**config.mk**
```make
export PLATFORM = sky130hd
export DESIGN_NAME = parity_frame_receiver
export DESIGN_NICKNAME = d
export VERILOG_FILES = /design/src/rtl/parity_frame_receiver.sv
export SDC_FILE = /design/constraint.sdc
export NUM_CORES = 1
export LEC_CHECK = 0
export BUFFER_PORTS_ARGS = -buffer_cell sky130_fd_sc_hd__buf_2
export CAP_MARGIN = 25
export CORE_MARGIN = 2
export CORE_UTILIZATION = 45
export CTS_CLUSTER_SIZE = 24
export DETAILED_ROUTE_END_ITERATION = 6
export GPL_TIMING_DRIVEN = 0
export PLACE_DENSITY = 0.6
export SYNTH_ARGS = -nofsm -noshare
export SYNTH_HDL_FRONTEND = slang
export SYNTH_SLANG_ARGS = --single-unit
```
**constraint.sdc**
```tcl
create_clock -name clk -period 1.69 [get_ports clk]
set_input_delay 0.0845 -clock clk [delete_from_list [all_inputs] [get_ports clk]]
set_output_delay 0.0845 -clock clk [all_outputs]
set_load 0.03 [all_outputs]
```
**src/rtl/parity_frame_receiver.sv**
```systemverilog
// Even-parity serial frame receiver: start, DATA_WIDTH data bits LSB first, parity, stop.
// Define PARITY_RX_ERR_COUNT_EN to add the saturating err_count output.
module parity_frame_receiver #(
  parameter int DATA_WIDTH   = 4,
  parameter int CLKS_PER_BIT = 4
) (
  input  logic                  clk,
  input  logic                  rst,
  input  logic                  rx_serial,
  output logic [DATA_WIDTH-1:0] rx_data,
  output logic                  rx_valid,
  output logic                  parity_error,
  output logic                  framing_error,
  output logic                  busy
`ifdef PARITY_RX_ERR_COUNT_EN
  ,
  output logic [7:0]            err_count
`endif
);

  localparam int CNT_W = $clog2(CLKS_PER_BIT);
  localparam int IDX_W = (DATA_WIDTH > 1) ? $clog2(DATA_WIDTH) : 1;
  localparam logic [CNT_W-1:0] CNT_HALF = CNT_W'(CLKS_PER_BIT / 2 - 1);
  localparam logic [CNT_W-1:0] CNT_FULL = CNT_W'(CLKS_PER_BIT - 1);
  localparam logic [IDX_W-1:0] IDX_LAST = IDX_W'(DATA_WIDTH - 1);

  typedef enum logic [2:0] {
    IDLE,
    START,
    DATA,
    PARITY,
    STOP,
    WAIT_IDLE
  } state_e;

  state_e                  state_q, state_d;
  logic                    sync1_q, sync1_d;
  logic                    sync2_q, sync2_d;
  logic [CNT_W-1:0]        cnt_q, cnt_d;
  logic [IDX_W-1:0]        idx_q, idx_d;
  logic [DATA_WIDTH-1:0]   shift_q, shift_d;
  logic                    pbit_q, pbit_d;
  logic [DATA_WIDTH-1:0]   rx_data_q, rx_data_d;
  logic                    rx_valid_q, rx_valid_d;
  logic                    parity_error_q, parity_error_d;
  logic                    framing_error_q, framing_error_d;
  logic                    busy_q, busy_d;
  logic                    s;
  logic                    frame_perr;

`ifdef PARITY_RX_ERR_COUNT_EN
  logic [7:0]              err_count_q, err_count_d;
`endif

  assign s = sync2_q;

  always_comb begin
    state_d         = state_q;
    sync1_d         = rx_serial;
    sync2_d         = sync1_q;
    cnt_d           = cnt_q;
    idx_d           = idx_q;
    shift_d         = shift_q;
    pbit_d          = pbit_q;
    rx_data_d       = rx_data_q;
    rx_valid_d      = 1'b0;
    parity_error_d  = parity_error_q;
    framing_error_d = framing_error_q;
    frame_perr      = (^shift_q) ^ pbit_q;

    unique case (state_q)
      IDLE: begin
        if (!s) begin
          state_d = START;
          cnt_d   = '0;
        end
      end
      START: begin
        if (cnt_q == CNT_HALF) begin
          cnt_d = '0;
          if (!s) begin
            state_d = DATA;
            idx_d   = '0;
          end else begin
            state_d = IDLE;
          end
        end else begin
          cnt_d = cnt_q + 1'b1;
        end
      end
      DATA: begin
        if (cnt_q == CNT_FULL) begin
          shift_d[idx_q] = s;
          cnt_d          = '0;
          idx_d          = idx_q + 1'b1;
          if (idx_q == IDX_LAST) state_d = PARITY;
        end else begin
          cnt_d = cnt_q + 1'b1;
        end
      end
      PARITY: begin
        if (cnt_q == CNT_FULL) begin
          pbit_d  = s;
          cnt_d   = '0;
          state_d = STOP;
        end else begin
          cnt_d = cnt_q + 1'b1;
        end
      end
      STOP: begin
        if (cnt_q == CNT_FULL) begin
          rx_data_d       = shift_q;
          parity_error_d  = frame_perr;
          framing_error_d = ~s;
          rx_valid_d      = 1'b1;
          cnt_d           = '0;
          // Returning to IDLE at mid-stop lets a back-to-back start bit be caught.
          state_d         = s ? IDLE : WAIT_IDLE;
        end else begin
          cnt_d = cnt_q + 1'b1;
        end
      end
      WAIT_IDLE: begin
        if (s) state_d = IDLE;
      end
      default: state_d = IDLE;
    endcase

    busy_d = (state_d != IDLE);
  end

`ifdef PARITY_RX_ERR_COUNT_EN
  always_comb begin
    err_count_d = err_count_q;
    if (rx_valid_d && parity_error_d && (err_count_q != 8'hFF))
      err_count_d = err_count_q + 8'd1;
  end

  always_ff @(posedge clk) begin
    if (rst) err_count_q <= '0;
    else     err_count_q <= err_count_d;
  end

  assign err_count = err_count_q;
`endif

  always_ff @(posedge clk) begin
    if (rst) begin
      state_q         <= IDLE;
      sync1_q         <= 1'b1;
      sync2_q         <= 1'b1;
      cnt_q           <= '0;
      idx_q           <= '0;
      shift_q         <= '0;
      pbit_q          <= 1'b0;
      rx_data_q       <= '0;
      rx_valid_q      <= 1'b0;
      parity_error_q  <= 1'b0;
      framing_error_q <= 1'b0;
      busy_q          <= 1'b0;
    end else begin
      state_q         <= state_d;
      sync1_q         <= sync1_d;
      sync2_q         <= sync2_d;
      cnt_q           <= cnt_d;
      idx_q           <= idx_d;
      shift_q         <= shift_d;
      pbit_q          <= pbit_d;
      rx_data_q       <= rx_data_d;
      rx_valid_q      <= rx_valid_d;
      parity_error_q  <= parity_error_d;
      framing_error_q <= framing_error_d;
      busy_q          <= busy_d;
    end
  end

  assign rx_data       = rx_data_q;
  assign rx_valid      = rx_valid_q;
  assign parity_error  = parity_error_q;
  assign framing_error = framing_error_q;
  assign busy          = busy_q;

endmodule

```
### Yosys cells after proc, flatten, opt, wreduce, memory -nomap -nowiden

Cells that the tools add are included.

* bits in registers: 22
* bits of input ports: 3
* output and inout port bits: 8
* word-level logic and storage cells: 65

* add/subtract/negate cells: 2
* $lt $le $gt $ge: 2
* equality and inequality tests: 12
* multiplexer cells: 21
* bitwise gates (word level): 3
* reduce and logical (&&, ||, !) cells: 13

Operator list (number)
* 2-to-1 mux 3 bit: 8
* one-hot mux 3 bit (6 select lines): 1
* 2-to-1 mux 2 bit: 6
* != test 2 bit (second input constant): 4
* AND reduction 2 bit: 4
* == test 3 x 2 -> 1 bit (second input constant): 2
* == test 3 bit (second input constant): 2
* one-hot mux 2 bit (3 select lines): 1
* nonzero test 3 bit: 2
* adder 2 x 1 -> 2 bit (second input constant): 2
* bitwise mux 4 bit: 1
* == test 2 bit (second input constant): 2
* one-hot mux 2 bit (2 select lines): 1
* AND reduction 4 bit: 1
* XOR reduction 4 bit: 1
* == test 3 x 1 -> 1 bit (second input constant): 1
* logical NOT 3 bit: 1
* < comparator 2 x 3 -> 1 bit (second input constant): 1
* OR reduction 3 bit: 1
* demux 1 bit (select 2 bit): 1
* == test 2 x 1 -> 1 bit (second input constant): 1
* >= comparator 2 x 1 -> 1 bit (second input constant): 1
* 2-to-1 mux 1 bit: 2
* inverter 1 bit: 2
* 4 further kinds: 4

### Logic depth before layout (Yosys ltp)

Gate-level depths: netlist of run 1.

* word-level depth: 5
* gate-level depth with buffers: 6
* mapped depth without buffers: 6

### Worst setup path before layout of run 1

No wires, ideal clock.

* path type: register to register
* start: register cnt_q[0]
* end: register shift_q[0]
* setup time: 0.132 ns
* data arrival time: 1.258 ns
* data required time: 1.558 ns
* setup slack: 0.299 ns
* stages on the path, launching flop included: 7
* path buffers: 1
* period minus slack after synthesis: 1.391 ns
* cells stage by stage: dfxtp_1 ha_1 and4bb_1 clkbuf_1 nand2_1 nand2_1 a21oi_1

* word-level cells in the longest chain between the ends: 2

Ends and longest elaborated chain
* start, declared: line 39 `logic [CNT_W-1:0] cnt_q, cnt_d;`
* start signal, assigned: line 165 `cnt_q <= cnt_d;`
* == test 2 bit: line 92 `if (cnt_q == CNT_FULL) begin`
* AND reduction 2 bit (no line)
* end signal, assigned: line 167 `shift_q <= shift_d;`
* end, declared: line 41 `logic [DATA_WIDTH-1:0] shift_q, shift_d;`

No other way between the ends.
A chain may end at the register's enable or synchronous reset.

### Final worst setup path of run 1

* start: register cnt_q[1]
* end: register busy_q (netlist: busy)

* word-level cells in the longest chain between the ends: 4
* elaborated cells between the ends (all ways): 8
* those cells by class: eq/ne: 2; mux: 5; reduce/logical: 1

Ends and longest elaborated chain
* == test 2 bit / == test 2 x 1 -> 1 bit (equally long branches)
* 2-to-1 mux 3 bit (on tied branches)
* one-hot mux 3 bit (6 select lines) *: line 71 `unique case (state_q)`
* nonzero test 3 bit *: line 129 `busy_d = (state_d != IDLE);`
* end signal, assigned: line 173 `busy_q <= busy_d;`
* end, declared: line 47 `logic busy_q, busy_d;`

Mark *: on every way between the ends. The rest lies on a longest branch, timed or not.

==> results of run 1 <==
cells by family after synthesis:
family / after synthesis
buffers and inverters: 13
DFF: 22
adders and majority gates: 8
AOI/OAI and AO/OA: 22
muxes: 7
xor gates and xnor gates: 3
and+or+nand+nor: 52
layout make-up:
class	count	area [um2]
Inverter	5	18.8
Sequential cell	22	440
Fill cell	222	1160
Tap cell	30	37.5
Timing Repair Buffer	10	55.1
Multi-Input combinational cell	92	629
Clock inverter	1	30.0
Clock buffer	3	22.5
Buffer	7	38.8
cell usage in the layout, fill, tap and decap left out, drive strengths merged, types with 3 or more instances in the layout:
master	synthesis	layout
nor2	18	18
a21oi	9	9
inv	5	5
dfxtp	22	22
ha	8	8
a21o	3	3
mux2i	7	7
nand3	4	4
nand2b	3	3
clkbuf	4	6
nand2	15	15
buf	4	13
metrics by stage:
step	setup WS, ps	power, W	area [um2]
final	124	0.00102	1270
after global routing	29.6	0.00105	1270
after CTS	52.4	0.00103	1270
after detailed placement	60.8	0.000614	1210
after global placement	77.4	0.000612	1210
after floorplan	299	0.000598	1130
routing by layer:
| metal | global-route usage (%) | vias to the layer above | routed length [um] |
|---|---|---|---|
| li1 | - | 458 | - |
| met3 | 2.78 | 4 | 67 |
| met5 | 0 | - | 0 |
| met2 | 24.6 | 16 | 924 |
| met4 | 9.17 | 0 | 25 |
| met1 | 23.0 | 406 | 1060 |
repair_timing:
item,CTS,global route
hold endpoints to repair,1,0
hold buffers,1,0
setup endpoints to repair,0,6
resized for setup,0,3
power breakdown:
group | switching, W | total [W] | leakage, nW | internal (W)
logic | 0.0000372 | 0.0000674 | 0.351 | 0.0000302
registers | 0.00000956 | 0.000537 | 0.178 | 0.000527
clock network | 0.000171 | 0.000411 | 0.0279 | 0.000240
flip-flops by register name, indices dropped and copies added, names as in the netlist:
register and flops:
rx_valid 1, s 1, cnt_q 2, idx_q 2, busy 1, parity_error 1, framing_error 1, state_q 3
rx_data 4, sync1_q 1, pbit_q 1, shift_q 4
worst max-delay path, cell delays in order, from the launching register on:
cell and delay, ps:
dfxtp_1 440, inv_1 70, ha_1 220, or3b_1 360
a21oi_1 180, a221oi_2 60, a31oi_1 160
path summary, 6_finish.rpt:
kind | to | cells past startpoint | slack, ps
min | idx_q[0] | 2 | 200
max | busy | 6 | 120
min reg2reg | s | 1 | 430
max reg2reg | busy | 6 | 120
==> flow_summary.toml, run 1 <==
[placed_design]
port_buffers = 9
place.gp.congestion = 0.856
dpl.hpwl_um = 1520
placedCellCount = 166

[clock_network]
cts_root_buf = "clkbuf_4"
clkSinkCount = 22
htreeDepth = 1
cts_setup_buffers = 0
cts_tree = "done"
clk_latency_ps = 310
clk_path_buf_depth = 2
clk_pin_slew_ps = 130
numCtsBuffers = 3

[die]
core_area_um2 = 2430
die-area_um2 = 2930
num_rows = 18
die_h_um = 54.1
pin_count = 11
start_util_pct = 46.5
die_w_um = 54.1

[synthesis]
synth.distinct_cells = 35
synth_common_cells = "dfxtp_1 (22), nor2_1 (17), nand2_1 (15)"
synth_mux_area_share_pct = 6.20
synth_top_family_by_area = "simple AND/OR/NAND/NOR gates"
synth_edf_count = 0
ys_seq_area_share_pct = 39.0
syn_inst = 127
ys_seq_elements = 22
synthArstFlopShare_pct = 0
synth_fa_ha_area_share_pct = 8.86
synth_ff_type = "dfxtp_1"
synth_top_area_share_pct = 39.0
netlist_top_cells_area = "dfxtp_1 (39%), ha_1 (8.9%), mux2i_1 (6.2%)"
synth_nets = 138
synthSimpleGateAreaFrac_pct = 23.4
syn_area_per_cell_um2 = 8.90
syn-cell-area_um2 = 1130
yosys_warnings = 0
synth-xor-area-share_pct = 3.54
synth-compound-area-share_pct = 13.7
synth_top_cell_by_area = "dfxtp_1"
yosysMostFrequentCell = "dfxtp_1"

[layout]
antenna_cells = 0
final_util_pct = 52.3
nNetsFinal = 152
fin_cells = 170
area_growth_pct = 12.6
drive_above_1_share_pct = 17.1

[worst_setup_path]
worst_setup_path_end_kind = "flop"
startpoint = "cnt_q[1]"
arrival_ps = 1810
criticalPathCategory = "reg -> reg"
critPathLaunchType = "flop"
rr_startpoint = "cnt_q[1]"
cp_max_fo = 5
worst_ep_required_time_ps = 1940

[global_routing]
grt_first_pass_wirelength_um = 3510
grt_pass1_vias = 792
grt_overflow = 0
track_usage_pct = 16.7
grt_start_max_net_pins = 14
grt_antenna_before_repair = 0

[flow_run]
drv_cap = 0

[min_path]
min-delay-start = "rst"
hold_class = "in -> reg"

[power]
power_density_nw_per_um2 = 798
vdd_drop_max_uv = 436
p_leak_nw = 0.557

[drt]
drc_errors = 0
vias_per_cell = 5.20
dr.pass1.iters = 4
avgRoutedWirePerCell_um = 12.2
vias = 884
drt_iter0_drc = 12
routed_wl_um = 2080
ant_nets = 0

[outcome]
status = "complete, no violations"

[timing]
clock_skew_ps = 4.63
fin_crit_ps = 1570
slew_viol_final = 0
whs_ps = 201
finalSetupTns_ps = 0
hold_violations = 0
setup_violations = 0
tightestPinTransition_ps = 531
fmax_mhz = 639
layout_worst_path_cycle_share_pct = 92.7
slew_headroom_pct = 63.7
rsz0062_at_grt = "false"
Note: power is estimated with default switching activity, not from simulation.
==> inputs of run 2 (changes only) <==
- ABC_CLOCK_PERIOD_IN_PS: default -> 1690
- RECOVER_POWER: default -> 50
==> run 2 against run 1 <==
Flip-flop and latch count is the same. Clock skew is essentially flat. Setup slack is essentially flat. Routed wire length grew 0.29%. Non-clock buffer count is the same. Sequential share of layout area grew 0.27 points. Worst hold slack gained 1.7 ps. First-iteration DRC count is the same. Count of clock-buffer cells in the layout is the same.
==> flow_summary.toml, run 2 (same netlist as run 1, synthesis figures left out) <==
[layout]
design_area_um2 = 1260
final_cell_mix = "dfxtp_1 (22), nor2_1 (17), nand2_1 (15)"
nNetsFinal = 152
final_util_pct = 51.9
antenna_cells = 0
area_growth_pct = 11.7
drive_above_1_share_pct = 11.4
layout_commonest_cell = "dfxtp_1"

[worst_setup_path]
arrival_ps = 1810
rr_startpoint = "cnt_q[1]"
worst_setup_path_end_kind = "flop"
rrSetupSlack_ps = 120
r2r_cells = 6
criticalPathCategory = "reg -> reg"
cp_max_fo = 5
worst_ep_required_time_ps = 1940
r2r_end = "busy"
critPathLaunchType = "flop"

[clock_network]
cts_root_buf = "clkbuf_4"
clkSinkCount = 22
clk_latency_ps = 310
numCtsBuffers = 3
htreeDepth = 1
clk_path_buf_depth = 2
clk_pin_slew_ps = 130
cts_tree = "done"

[global_routing]
grt_start_max_net_pins = 14
grt_antenna_before_repair = 0
grt_overflow = 0
track_usage_pct = 16.7
grt_pass1_vias = 792
grt_first_pass_wirelength_um = 3510

[power]
vdd_drop_max_uv = 436
power_density_nw_per_um2 = 804
totalPowerFinal_w = 0.00102
p_leak_nw = 0.522

[flow_run]
drv_cap = 0

[min_path]
holdPathStages = 2
min-delay-start = "rst"
hold_class = "in -> reg"
min_to = "idx_q[0]"

[timing]
slew_headroom_pct = 63.7
setup_violations = 0
layout_worst_path_cycle_share_pct = 92.7
clock_skew_ps = 4.95
slew_viol_final = 0
tightestPinTransition_ps = 531
fmax_mhz = 639
rsz0062_at_grt = "false"
hold_violations = 0
fin_crit_ps = 1570
finalSetupTns_ps = 0
whs_ps = 202

[drt]
drc_errors = 0
avgRoutedWirePerCell_um = 12.2
vias = 886
dr.pass1.iters = 4
ant_nets = 0
drt_iter0_drc = 12
routed_wl_um = 2080
vias_per_cell = 5.21

[die]
die_w_um = 54.1
num_rows = 18
pin_count = 11
die-area_um2 = 2930
die_h_um = 54.1
core_area_um2 = 2430
start_util_pct = 46.5

[placed_design]
dpl.hpwl_um = 1520
dpl-instance-area_um2 = 1210
place.gp.congestion = 0.856
port_buffers = 9

[outcome]
status = "complete, no violations"
-- run 2: how the worst max path moves through the flow --
stage	slack (ps)	to	from
after floorplan	300	shift_q[0]	cnt_q[0]
after global placement	80	shift_q[0]	cnt_q[0]
after detailed placement	60	shift_q[0]	cnt_q[0]
after CTS	50	shift_q[0]	cnt_q[0]
after global routing	30	busy	cnt_q[1]
final	120	busy	cnt_q[1]
-- run 2: final cells by class --
type	count	area (um2)
Buffer	7	38.8
Clock buffer	3	22.5
Clock inverter	1	30.0
Fill cell	227	1170
Inverter	5	18.8
Multi-Input combinational cell	92	629
Sequential cell	22	440
Tap cell	30	37.5
Timing Repair Buffer	10	45.0
-- run 2: metrics by stage --
stage / cells / setup slack [ps]
after floorplan: 127 / 299
after global placement: 166 / 77.4
after detailed placement: 166 / 60.8
after CTS: 171 / 52.4
after global routing: 170 / 29.6
final: 170 / 124
-- run 2: power breakdown --
group | internal, W | total, W | switching (W) | leakage (nW)
clock | 0.000240 | 0.000411 | 0.000171 | 0.0279
combinational | 0.0000298 | 0.0000671 | 0.0000373 | 0.316
sequential | 0.000527 | 0.000537 | 0.00000961 | 0.178
-- run 2: timing repair --
item | 4_1_cts | 5_1_grt
setup buffers | 0 | 0
hold buffers | 1 | 0
hold endpoints to repair | 1 | 0
setup endpoints to repair | 0 | 6
resized for setup | 0 | 3
-- run 2: critical path, cell delays in order (launching register included) --
cell	delay [ps]
dfxtp_1	440
inv_1	70
ha_1	220
or3b_1	360
a21oi_1	180
a221oi_2	60
a31oi_1	160
-- run 2: routing by layer --
layer | part of all wire, % | wire length (um) | track usage, %
met1 | 51 | 1060 | 23.0
met4 | 1.2 | 25 | 9.17
met3 | 3.5 | 72 | 2.78
met2 | 44 | 925 | 24.6
met5 | 0 | 0 | 0
==> inputs of run 3 (changes only) <==
- MAX_ROUTING_LAYER: default -> met4
==> run 3 against run 2 <==
Global-route usage is 0.48 points higher. Setup slack worse by 0.81 ps. Register-to-register slack hardly changed. Final area stayed put. Highest routed layer unchanged.
==> flow_summary.toml, run 3 (same netlist as run 1, synthesis figures left out) <==
[clock_network]
numCtsBuffers = 3
clk_pin_slew_ps = 130
clkSinkCount = 22
clk_path_buf_depth = 2
cts_tree = "done"
htreeDepth = 1
clk_latency_ps = 310
cts_root_buf = "clkbuf_4"

[timing]
hold_violations = 0
fin_crit_ps = 1570
setup_violations = 0
fmax_mhz = 638
layout_worst_path_cycle_share_pct = 92.7
tightestPinTransition_ps = 529
slew_viol_final = 0
whs_ps = 204
clock_skew_ps = 3.91
slew_headroom_pct = 63.9
finalSetupTns_ps = 0
rsz0062_at_grt = "false"

[worst_setup_path]
r2r_end = "busy"
slowest_stage = "dfxtp_1"
cpPeakStageDelay_ps = 440
worst_ep_required_time_ps = 1940
rr_startpoint = "cnt_q[1]"
arrival_ps = 1810
crit_chain = "inv_1 -> ha_1 -> or3b_1 -> a21oi_1 -> a221oi_2 -> a31oi_1"
critPathLaunchType = "flop"
worst_setup_path_end_kind = "flop"
cp_max_fo = 5
rrSetupSlack_ps = 120
worst-path-buf-inv = 1
criticalPathCategory = "reg -> reg"
crit_family = "flip-flops"
r2r_cells = 6

[drt]
vias_per_cell = 5.26
dr.pass1.iters = 4
vias = 894
drc_errors = 0
drt_iter0_drc = 21
avgRoutedWirePerCell_um = 12.2
ant_nets = 0
routed_wl_um = 2080

[placed_design]
port_buffers = 9
dpl.hpwl_um = 1520
place.gp.congestion = 0.870
placedCellCount = 166

[layout]
drive_above_1_share_pct = 11.4
antenna_cells = 0
area_growth_pct = 11.7
fin_cells = 170
final_cell_mix = "dfxtp_1 (22), nor2_1 (17), nand2_1 (15)"
layout_commonest_cell = "dfxtp_1"
nNetsFinal = 152

[min_path]
holdPathStages = 2
hold_class = "in -> reg"
min_to = "idx_q[0]"
min-delay-start = "rst"

[global_routing]
met1_usage_pct = 23.0
grt_overflow = 0
grt_util_met3_pct = 2.78
met2_usage_pct = 24.6
grt_first_pass_wirelength_um = 3520
grt_start_max_net_pins = 14
grt_pass1_vias = 792
track_usage_pct = 17.2
grt_antenna_before_repair = 0
top_usage_layer = "met2"

[outcome]
status = "complete, no violations"

[die]
die-area_um2 = 2930
start_util_pct = 46.5
num_rows = 18
core_area_um2 = 2430
pin_count = 11
die_w_um = 54.1
die_h_um = 54.1

[power]
p_leak_nw = 0.522
power_density_nw_per_um2 = 804
totalPowerFinal_w = 0.00101
vdd_drop_max_uv = 433

[flow_run]
drv_cap = 0
==> run 3: metrics by stage <==
stage / cell area [um2] / util, % / setup slack [ps]
floorplan: 1130 / - / 299
global placement: 1210 / 49.8 / 77.4
detailed placement: 1210 / 49.8 / 60.8
CTS: 1270 / 52.4 / 52.4
global route: 1260 / 51.9 / 29.6
finish: 1260 / 51.9 / 123
==> run 3: worst max-delay path by stage <==
stage | start | cells after the start | to | slack [ps]
final | cnt_q[1] | 6 | busy | 120
after floorplan | cnt_q[0] | 6 | shift_q[0] | 300
after detailed placement | cnt_q[0] | 6 | shift_q[0] | 60
after global routing | cnt_q[1] | 6 | busy | 30
after CTS | cnt_q[0] | 6 | shift_q[0] | 50
after global placement | cnt_q[0] | 6 | shift_q[0] | 80
==> run 3: cell type report <==
| cell class | count | area [um2] |
|---|---|---|
| timing repair buffer | 10 | 45.0 |
| clock inverter | 1 | 30.0 |
| buffer | 7 | 38.8 |
| fill | 227 | 1170 |
| tap | 30 | 37.5 |
| inverter | 5 | 18.8 |
| clock buffer | 3 | 22.5 |
| sequential | 22 | 440 |
| multi-input combinational | 92 | 629 |
==> run 3: timing repair <==
action,CTS,global route
gates resized for setup,0,3
buffers inserted,0,0
hold endpoints to repair,1,0
hold buffers,1,0
endpoints found under the setup margin,0,6
==> run 3: per-layer routing <==
metal | up-vias | share of wire, %
met5 | - | 0
met4 | 0 | 1.5
met3 | 4 | 4.2
met2 | 20 | 44
met1 | 412 | 50
li1 | 458 | -
==> run 3: power by group <==
group	switching, W	total, W	leakage (nW)	internal, W
logic	0.0000372	0.0000671	0.316	0.0000298
clock network	0.000171	0.000410	0.0279	0.000240
registers	0.00000956	0.000537	0.178	0.000527
